$ cat config.mk
export PLATFORM = sky130hd
export DESIGN_NAME = spi_slave_sync_flat
export DESIGN_NICKNAME = d
export VERILOG_FILES = /design/src/rtl/spi_slave_sync_if.sv /design/src/rtl/spi_slave_sync.sv /design/src/flat_wrapper.sv
export SDC_FILE = /design/constraint.sdc
export NUM_CORES = 1
export LEC_CHECK = 0
export ABC_AREA = 1
export CORE_UTILIZATION = 58
export DETAILED_ROUTE_END_ITERATION = 16
export GPL_TIMING_DRIVEN = 0
export PLACE_DENSITY_LB_ADDON = 0.3
export SETUP_SLACK_MARGIN = 0.4
export SKIP_CTS_REPAIR_TIMING = 1
export SYNTH_ARGS = -nofsm -noshare
export SYNTH_HDL_FRONTEND = slang
export SYNTH_SLANG_ARGS = --single-unit
export TNS_END_PERCENT = 20
$ cat constraint.sdc
create_clock -name clk -period 2.2 [get_ports clk]
set_input_delay 0.66 -clock clk [delete_from_list [all_inputs] [get_ports clk]]
set_output_delay 0.66 -clock clk [all_outputs]
set_load 0.03 [all_outputs]
$ cat src/rtl/spi_slave_sync_if.sv
// rtl/spi_slave_sync_if.sv - pin and host-side bundle for spi_slave_sync (SPI_SLAVE_FRAME_ERR_EN adds frame_err/rx_ovr/rx_ack)
interface spi_slave_sync_if #(
  parameter int WIDTH = 13
);
  logic             sclk;
  logic             cs_n;
  logic             mosi;
  logic             miso;
  logic             miso_oe;
  logic [WIDTH-1:0] stx_dat;
  logic             load;
  logic [WIDTH-1:0] srx_dat;
  logic             rx_vld;
  logic             busy;
`ifdef SPI_SLAVE_FRAME_ERR_EN
  logic             frame_err;
  logic             rx_ovr;
  logic             rx_ack;

  modport slave (
    input  sclk, cs_n, mosi, stx_dat, load, rx_ack,
    output miso, miso_oe, srx_dat, rx_vld, busy, frame_err, rx_ovr
  );

  modport master (
    output sclk, cs_n, mosi, stx_dat, load, rx_ack,
    input  miso, miso_oe, srx_dat, rx_vld, busy, frame_err, rx_ovr
  );
`else
  modport slave (
    input  sclk, cs_n, mosi, stx_dat, load,
    output miso, miso_oe, srx_dat, rx_vld, busy
  );

  modport master (
    output sclk, cs_n, mosi, stx_dat, load,
    input  miso, miso_oe, srx_dat, rx_vld, busy
  );
`endif
endinterface

$ cat src/rtl/spi_slave_sync.sv
// rtl/spi_slave_sync.sv - SPI mode-0 slave oversampled on clk; optional feature macro SPI_SLAVE_FRAME_ERR_EN
module spi_slave_sync #(
  parameter int WIDTH       = 13,
  parameter int SYNC_STAGES = 2
) (
  input logic             clk,
  input logic             rst,
  spi_slave_sync_if.slave bus
);

  localparam int CNT_W = $clog2(WIDTH);
  localparam logic [CNT_W-1:0] LAST_BIT = CNT_W'(WIDTH - 1);

  typedef enum logic [1:0] {
    S_IDLE       = 2'd0,
    S_ACTIVE     = 2'd1,
    S_WAIT_DESEL = 2'd2
  } state_t;

  state_t                 state;
  state_t                 state_nx;

  logic [SYNC_STAGES-1:0] sclk_sync;
  logic [SYNC_STAGES-1:0] cs_sync;
  logic [SYNC_STAGES-1:0] mosi_sync;
  logic                   sclk_d;
  logic                   cs_d;
  logic [SYNC_STAGES:0]   flush;

  logic                   sclk_s;
  logic                   cs_s;
  logic                   mosi_s;
  logic                   rise;
  logic                   fall;
  logic                   cs_fall;
  logic                   cs_rise;
  logic                   flushed;
  logic                   word_done;

  logic [WIDTH-1:0]       tx_buf;
  logic [WIDTH-1:0]       tx_sh;
  logic [WIDTH-1:0]       rx_sh;
  logic [WIDTH-1:0]       reload_word;
  logic [CNT_W-1:0]       bit_cnt;
  logic                   miso_q;
  logic [WIDTH-1:0]       srx_q;
  logic                   rx_vld_q;
  logic                   active;

  assign sclk_s  = sclk_sync[SYNC_STAGES-1];
  assign cs_s    = cs_sync[SYNC_STAGES-1];
  assign mosi_s  = mosi_sync[SYNC_STAGES-1];
  assign rise    = sclk_s & ~sclk_d;
  assign fall    = ~sclk_s & sclk_d;
  assign cs_fall = ~cs_s & cs_d;
  assign cs_rise = cs_s & ~cs_d;
  // The reset fill looks like an idle bus; wait until real pin values have
  // propagated so a frame held across reset is not mistaken for a new select.
  assign flushed = flush[SYNC_STAGES];

  assign word_done   = (state == S_ACTIVE) && rise && (bit_cnt == LAST_BIT);
  // A load in the same clk as a reload goes straight to the shifter.
  assign reload_word = bus.load ? bus.stx_dat : tx_buf;

  // Input synchronizers plus one edge-detect stage for sclk and cs_n.
  always_ff @(posedge clk) begin
    if (!rst) begin
      sclk_sync <= '0;
      cs_sync   <= '1;
      mosi_sync <= '0;
      sclk_d    <= 1'b0;
      cs_d      <= 1'b1;
      flush     <= '0;
    end else begin
      sclk_sync <= {sclk_sync[SYNC_STAGES-2:0], bus.sclk};
      cs_sync   <= {cs_sync[SYNC_STAGES-2:0], bus.cs_n};
      mosi_sync <= {mosi_sync[SYNC_STAGES-2:0], bus.mosi};
      sclk_d    <= sclk_s;
      cs_d      <= cs_s;
      flush     <= {flush[SYNC_STAGES-1:0], 1'b1};
    end
  end

  // State register.
  always_ff @(posedge clk) begin
    if (!rst) state <= S_WAIT_DESEL;
    else      state <= state_nx;
  end

  // Next-state logic.
  always_comb begin
    state_nx = state;
    case (state)
      S_WAIT_DESEL: if (flushed && cs_s) state_nx = S_IDLE;
      S_IDLE:       if (cs_fall)         state_nx = S_ACTIVE;
      S_ACTIVE:     if (cs_rise)         state_nx = S_IDLE;
      default:                           state_nx = S_WAIT_DESEL;
    endcase
  end

  // State-decoded outputs.
  always_comb begin
    active = 1'b0;
    if (state == S_ACTIVE) active = 1'b1;
  end

  // Transmit/receive shifters, bit counter and received-word register.
  always_ff @(posedge clk) begin
    if (!rst) begin
      tx_buf   <= '0;
      tx_sh    <= '0;
      rx_sh    <= '0;
      bit_cnt  <= '0;
      miso_q   <= 1'b0;
      srx_q    <= '0;
      rx_vld_q <= 1'b0;
    end else begin
      rx_vld_q <= 1'b0;
      if (bus.load) tx_buf <= bus.stx_dat;
      case (state)
        S_IDLE: begin
          if (cs_fall) begin
            tx_sh   <= reload_word;
            miso_q  <= reload_word[WIDTH-1];
            bit_cnt <= '0;
          end
        end
        S_ACTIVE: begin
          if (rise) begin
            rx_sh <= {rx_sh[WIDTH-2:0], mosi_s};
            if (word_done) begin
              srx_q    <= {rx_sh[WIDTH-2:0], mosi_s};
              rx_vld_q <= 1'b1;
              bit_cnt  <= '0;
            end else begin
              bit_cnt  <= bit_cnt + 1'b1;
            end
          end
          if (fall) begin
            if (bit_cnt != '0) begin
              tx_sh  <= {tx_sh[WIDTH-2:0], 1'b0};
              miso_q <= tx_sh[WIDTH-2];
            end else begin
              tx_sh  <= reload_word;
              miso_q <= reload_word[WIDTH-1];
            end
          end
          // Deselect wins over any shift; a final rise in this clk still completes.
          if (cs_rise) begin
            miso_q  <= 1'b0;
            bit_cnt <= '0;
          end
        end
        default: ;
      endcase
    end
  end

  assign bus.miso    = miso_q;
  assign bus.miso_oe = active;
  assign bus.busy    = active;
  assign bus.srx_dat = srx_q;
  assign bus.rx_vld  = rx_vld_q;

`ifdef SPI_SLAVE_FRAME_ERR_EN
  logic frame_err_q;
  logic rx_pend;
  logic rx_ovr_q;
  logic partial_end;

  assign partial_end = (state == S_ACTIVE) && cs_rise && !word_done &&
                       (rise || (bit_cnt != '0));

  // Frame-error pulse and overrun tracking against the host acknowledge.
  always_ff @(posedge clk) begin
    if (!rst) begin
      frame_err_q <= 1'b0;
      rx_pend     <= 1'b0;
      rx_ovr_q    <= 1'b0;
    end else begin
      frame_err_q <= partial_end;
      rx_pend     <= word_done | (rx_pend & ~bus.rx_ack);
      if (word_done && rx_pend && !bus.rx_ack) rx_ovr_q <= 1'b1;
      else if (bus.rx_ack)                     rx_ovr_q <= 1'b0;
    end
  end

  assign bus.frame_err = frame_err_q;
  assign bus.rx_ovr    = rx_ovr_q;
`endif

endmodule

$ cat src/flat_wrapper.sv
// flat-port wrapper written by rule: the top's interface ports become plain ports
module spi_slave_sync_flat 
#(
  parameter int WIDTH       = 13,
  parameter int SYNC_STAGES = 2
)
  (clk, rst, bus_sclk, bus_cs_n, bus_mosi, bus_stx_dat, bus_load, bus_miso, bus_miso_oe, bus_srx_dat, bus_rx_vld, bus_busy);
  spi_slave_sync_if #(.WIDTH(WIDTH)) bus_i ();
  input logic clk;
  input logic rst;
  input wire logic [$bits(bus_i.sclk)-1:0] bus_sclk;
  input wire logic [$bits(bus_i.cs_n)-1:0] bus_cs_n;
  input wire logic [$bits(bus_i.mosi)-1:0] bus_mosi;
  input wire logic [$bits(bus_i.stx_dat)-1:0] bus_stx_dat;
  input wire logic [$bits(bus_i.load)-1:0] bus_load;
  output wire logic [$bits(bus_i.miso)-1:0] bus_miso;
  output wire logic [$bits(bus_i.miso_oe)-1:0] bus_miso_oe;
  output wire logic [$bits(bus_i.srx_dat)-1:0] bus_srx_dat;
  output wire logic [$bits(bus_i.rx_vld)-1:0] bus_rx_vld;
  output wire logic [$bits(bus_i.busy)-1:0] bus_busy;
  assign bus_i.sclk = bus_sclk;
  assign bus_i.cs_n = bus_cs_n;
  assign bus_i.mosi = bus_mosi;
  assign bus_i.stx_dat = bus_stx_dat;
  assign bus_i.load = bus_load;
  assign bus_miso = bus_i.miso;
  assign bus_miso_oe = bus_i.miso_oe;
  assign bus_srx_dat = bus_i.srx_dat;
  assign bus_rx_vld = bus_i.rx_vld;
  assign bus_busy = bus_i.busy;
  spi_slave_sync #(.WIDTH(WIDTH), .SYNC_STAGES(SYNC_STAGES)) u_core (.clk(clk), .rst(rst), .bus(bus_i));
endmodule
==> impl_metrics.py <==
metrics = {
    "status": {
        "status": "complete, but fails checks",
        "violations": "DRC",
    },
    "grt": {
        "antenna_found_initial": 0,
        "track_usage_pct": 23.1,
        "grt_max_degree": 12,
        "grt_pass1_wl_mm": 9.14,
        "grt_pass1_vias": 2213,
        "grt_overflow": 0,
    },
    "yosys": {
        "yosysSeqAreaShare_pct": 49.6,
        "syn_area_um2": 2790,
        "synthCells": 372,
        "ys_seq_elements": 69,
        "synthMuxAreaShare_pct": 0,
        "synth_top_family_by_area": "simple AND/OR/NAND/NOR gates",
        "synthXorXnorAreaFrac_pct": 0,
        "netlist-cell-type-count": 25,
        "synth_simple_gate_area_share_pct": 26.5,
        "synth_compound_area_share_pct": 13.3,
        "synthAdderAreaFrac_pct": 0.898,
        "ys.warnings.count": 0,
        "synth_area_per_cell_um2": 7.49,
        "syn-num-nets": 393,
    },
    "timing": {
        "slew_viol_final": 0,
        "setup_ws_ns": 0.176,
        "finalHoldViolCount": 0,
        "tightest_slew_ns": 0.433,
        "finalSetupViolations": 0,
        "fmax_mhz": 494,
        "slew_headroom_pct": 71.2,
        "rsz0062_at_grt": "true",
        "fin_skew_ns": 0.00975,
        "timing.final.crit_share_pct": 92.0,
        "finalCriticalPeriod_ns": 2.02,
    },
    "drt": {
        "num_vias": 2422,
        "ant_nets": 0,
        "wl_per_cell_um": 11.5,
        "firstDrtPassIters": 10,
        "avgViaCountPerCell": 5.06,
        "drt_iter0_drc": 186,
        "wl_mm": 5.52,
        "drc": 3,
    },
    "flow_run": {
        "drv_cap": 0,
    },
    "worst_setup_path": {
        "crit_path_top_delay_cell": "clkdlybuf4s50_1",
        "arrival_ns": 1.36,
        "crit_type": "reg -> out",
        "setup.worst_path.end_class": "output pin",
        "path_buf_inv": 1,
        "worstSetupStartpointType": "flop",
        "critPathMaxStageDelay_ns": 0.68,
        "required_ns": 1.54,
        "path_delay_family": "buffers and inverters",
        "path_cells": "clkdlybuf4s50_1",
        "crit_path_max_fanout": 2,
    },
    "finish": {
        "antenna_cells": 0,
        "nFillCells": 318,
        "syn_to_final_growth_pct": 25.4,
        "drive_gt1_share_pct": 13.8,
        "postLayoutCoreUtil_pct": 78.1,
        "nets": 443,
    },
    "cts": {
        "cts-root-buf": "clkbuf_8",
        "cts_tree": "done",
        "cts_max_level": 3,
        "cts_inserted_buffers": 9,
        "cts_sinks": 69,
        "cts_buffer_depth": 2,
        "clk_latency_ns": 0.34,
        "path_clk_slew_ns": 0.07,
    },
    "power": {
        "p_leak_nw": 1.64,
        "powerDensity_nw_per_um2": 768,
        "finalPower_mw": 2.68,
        "ir_worst_vdd_v": 0.000596,
    },
    "placement": {
        "place.gp.congestion": 0.823,
        "pre_cts_slack_ns": -0.0787,
        "port_buffers": 35,
        "hpwl_mm": 3.66,
    },
    "floorplan": {
        "die_h_um": 71.3,
        "die_w_um": 71.3,
        "pin_count": 36,
        "die_area_um2": 5090,
        "core_um2": 4470,
        "start_util_pct": 62.3,
        "placementRows": 24,
    },
    "worst_hold_path": {
        "hold_class": "reg -> reg",
    },
}
-- cell usage in the layout (no fill, tap or decap), types with 6 or more instances in the layout --
master	n
a21oi_1	22
clkbuf_8	10
nand2_1	112
dfxtp_1	67
buf_6	6
o21ai_0	30
clkdlybuf4s50_1	29
inv_1	41
nand3_1	13
nor2_1	35
o21ai_2	8
-- worst reg2reg max path: cells and delay by family (launching register included) --
kind,cells,cell delay [ns]
AO/OA/AOI/OAI,2,0.14
adder cells (fa/ha/maj),1,0.21
buffers and inverters,2,0.28
flip-flops,1,0.38
AND/OR/NAND/NOR,4,0.39
-- cell families after synthesis --
kind of cell	Yosys count
fa+ha+maj	2
flops	69
compound gates	66
buf+inv	60
simple gates	175
-- cell type report --
type	instances	area, um^2	area share, %
buffer	15	98.8	2.83
clock buffer	12	145	4.15
clock inverter	4	95.1	2.72
inverter	45	179	5.12
multi-input combinational	243	1130	32.5
sequential	69	1390	39.7
tap	52	65.1	1.86
timing repair buffer	39	390	11.2
-- cells in the mapped netlist --
cell type	n	area, um^2
nand3_1	13	65.1
inv_2	3	11.3
clkinv_4	1	8.76
a21oi_1	22	110
buf_4	1	7.51
o21ai_2	8	70.1
nand2_1	112	420
nand4_1	2	12.5
o21ai_1	5	25.0
nand3_2	1	10.0
nor2_1	35	131
clkbuf_1	3	11.3
or2_2	3	18.8
nor2_4	3	33.8
nand2_4	2	22.5
buf_1	2	7.51
nand2_2	3	18.8
a21oi_4	1	16.3
ha_1	2	25.0
buf_2	5	25.0
nor3_1	1	5.00
inv_1	41	154
o21ai_0	30	150
dfxtp_1	69	1380
buf_6	4	45.0
-- metal layers --
metal	vias to the layer above	GRT usage (%)	share of wire, %
met4	0	13.1	2.3
met1	1097	26.4	44
met3	15	5.06	3.7
met5	-	0	0
met2	56	40.0	50
li1	1254	-	-
-- worst paths after layout --
check	startpoint	end	slack, ns	cells past startpoint
worst max register to register	u_core.bit_cnt[0]$_SDFFE_PN0P_	u_core.tx_sh[7]$_SDFFE_PN0P_	0.72	9
worst max-delay path	u_core.bus.miso$_SDFFE_PN0P_	bus_miso	0.18	1
worst min register to register	u_core.flush[0]$_DFF_P_	u_core.flush[1]$_SDFF_PN0_	0.42	2
worst min-delay path	u_core.flush[0]$_DFF_P_	u_core.flush[1]$_SDFF_PN0_	0.42	2
-- flip-flops by register name (all words and copies together) (netlist names), 3 cells and up --
register,cells
u_core.tx_sh,12
u_core.bus.srx_dat,13
u_core.rx_sh,12
u_core.flush,3
u_core.tx_buf,13
u_core.bit_cnt,4
-- where the power goes --
| part | internal (mW) | switching (mW) |
|---|---|---|
| clock network | 0.783 | 0.453 |
| registers | 1.28 | 0.0123 |
| logic | 0.0701 | 0.0889 |
| total | 2.13 | 0.554 |
-- stage by stage --
step	cells	hold slack (ns)	area (um^2)	TNS [ns]
floorplan	372	0.390	2790	0
global placement	459	0.392	3200	-0.354
global route	479	0.445	3490	0
CTS	475	0.417	3440	-0.416
finish	479	0.416	3490	0
detailed placement	459	0.402	3200	-0.512
Note: power is estimated with default switching activity, not from simulation.
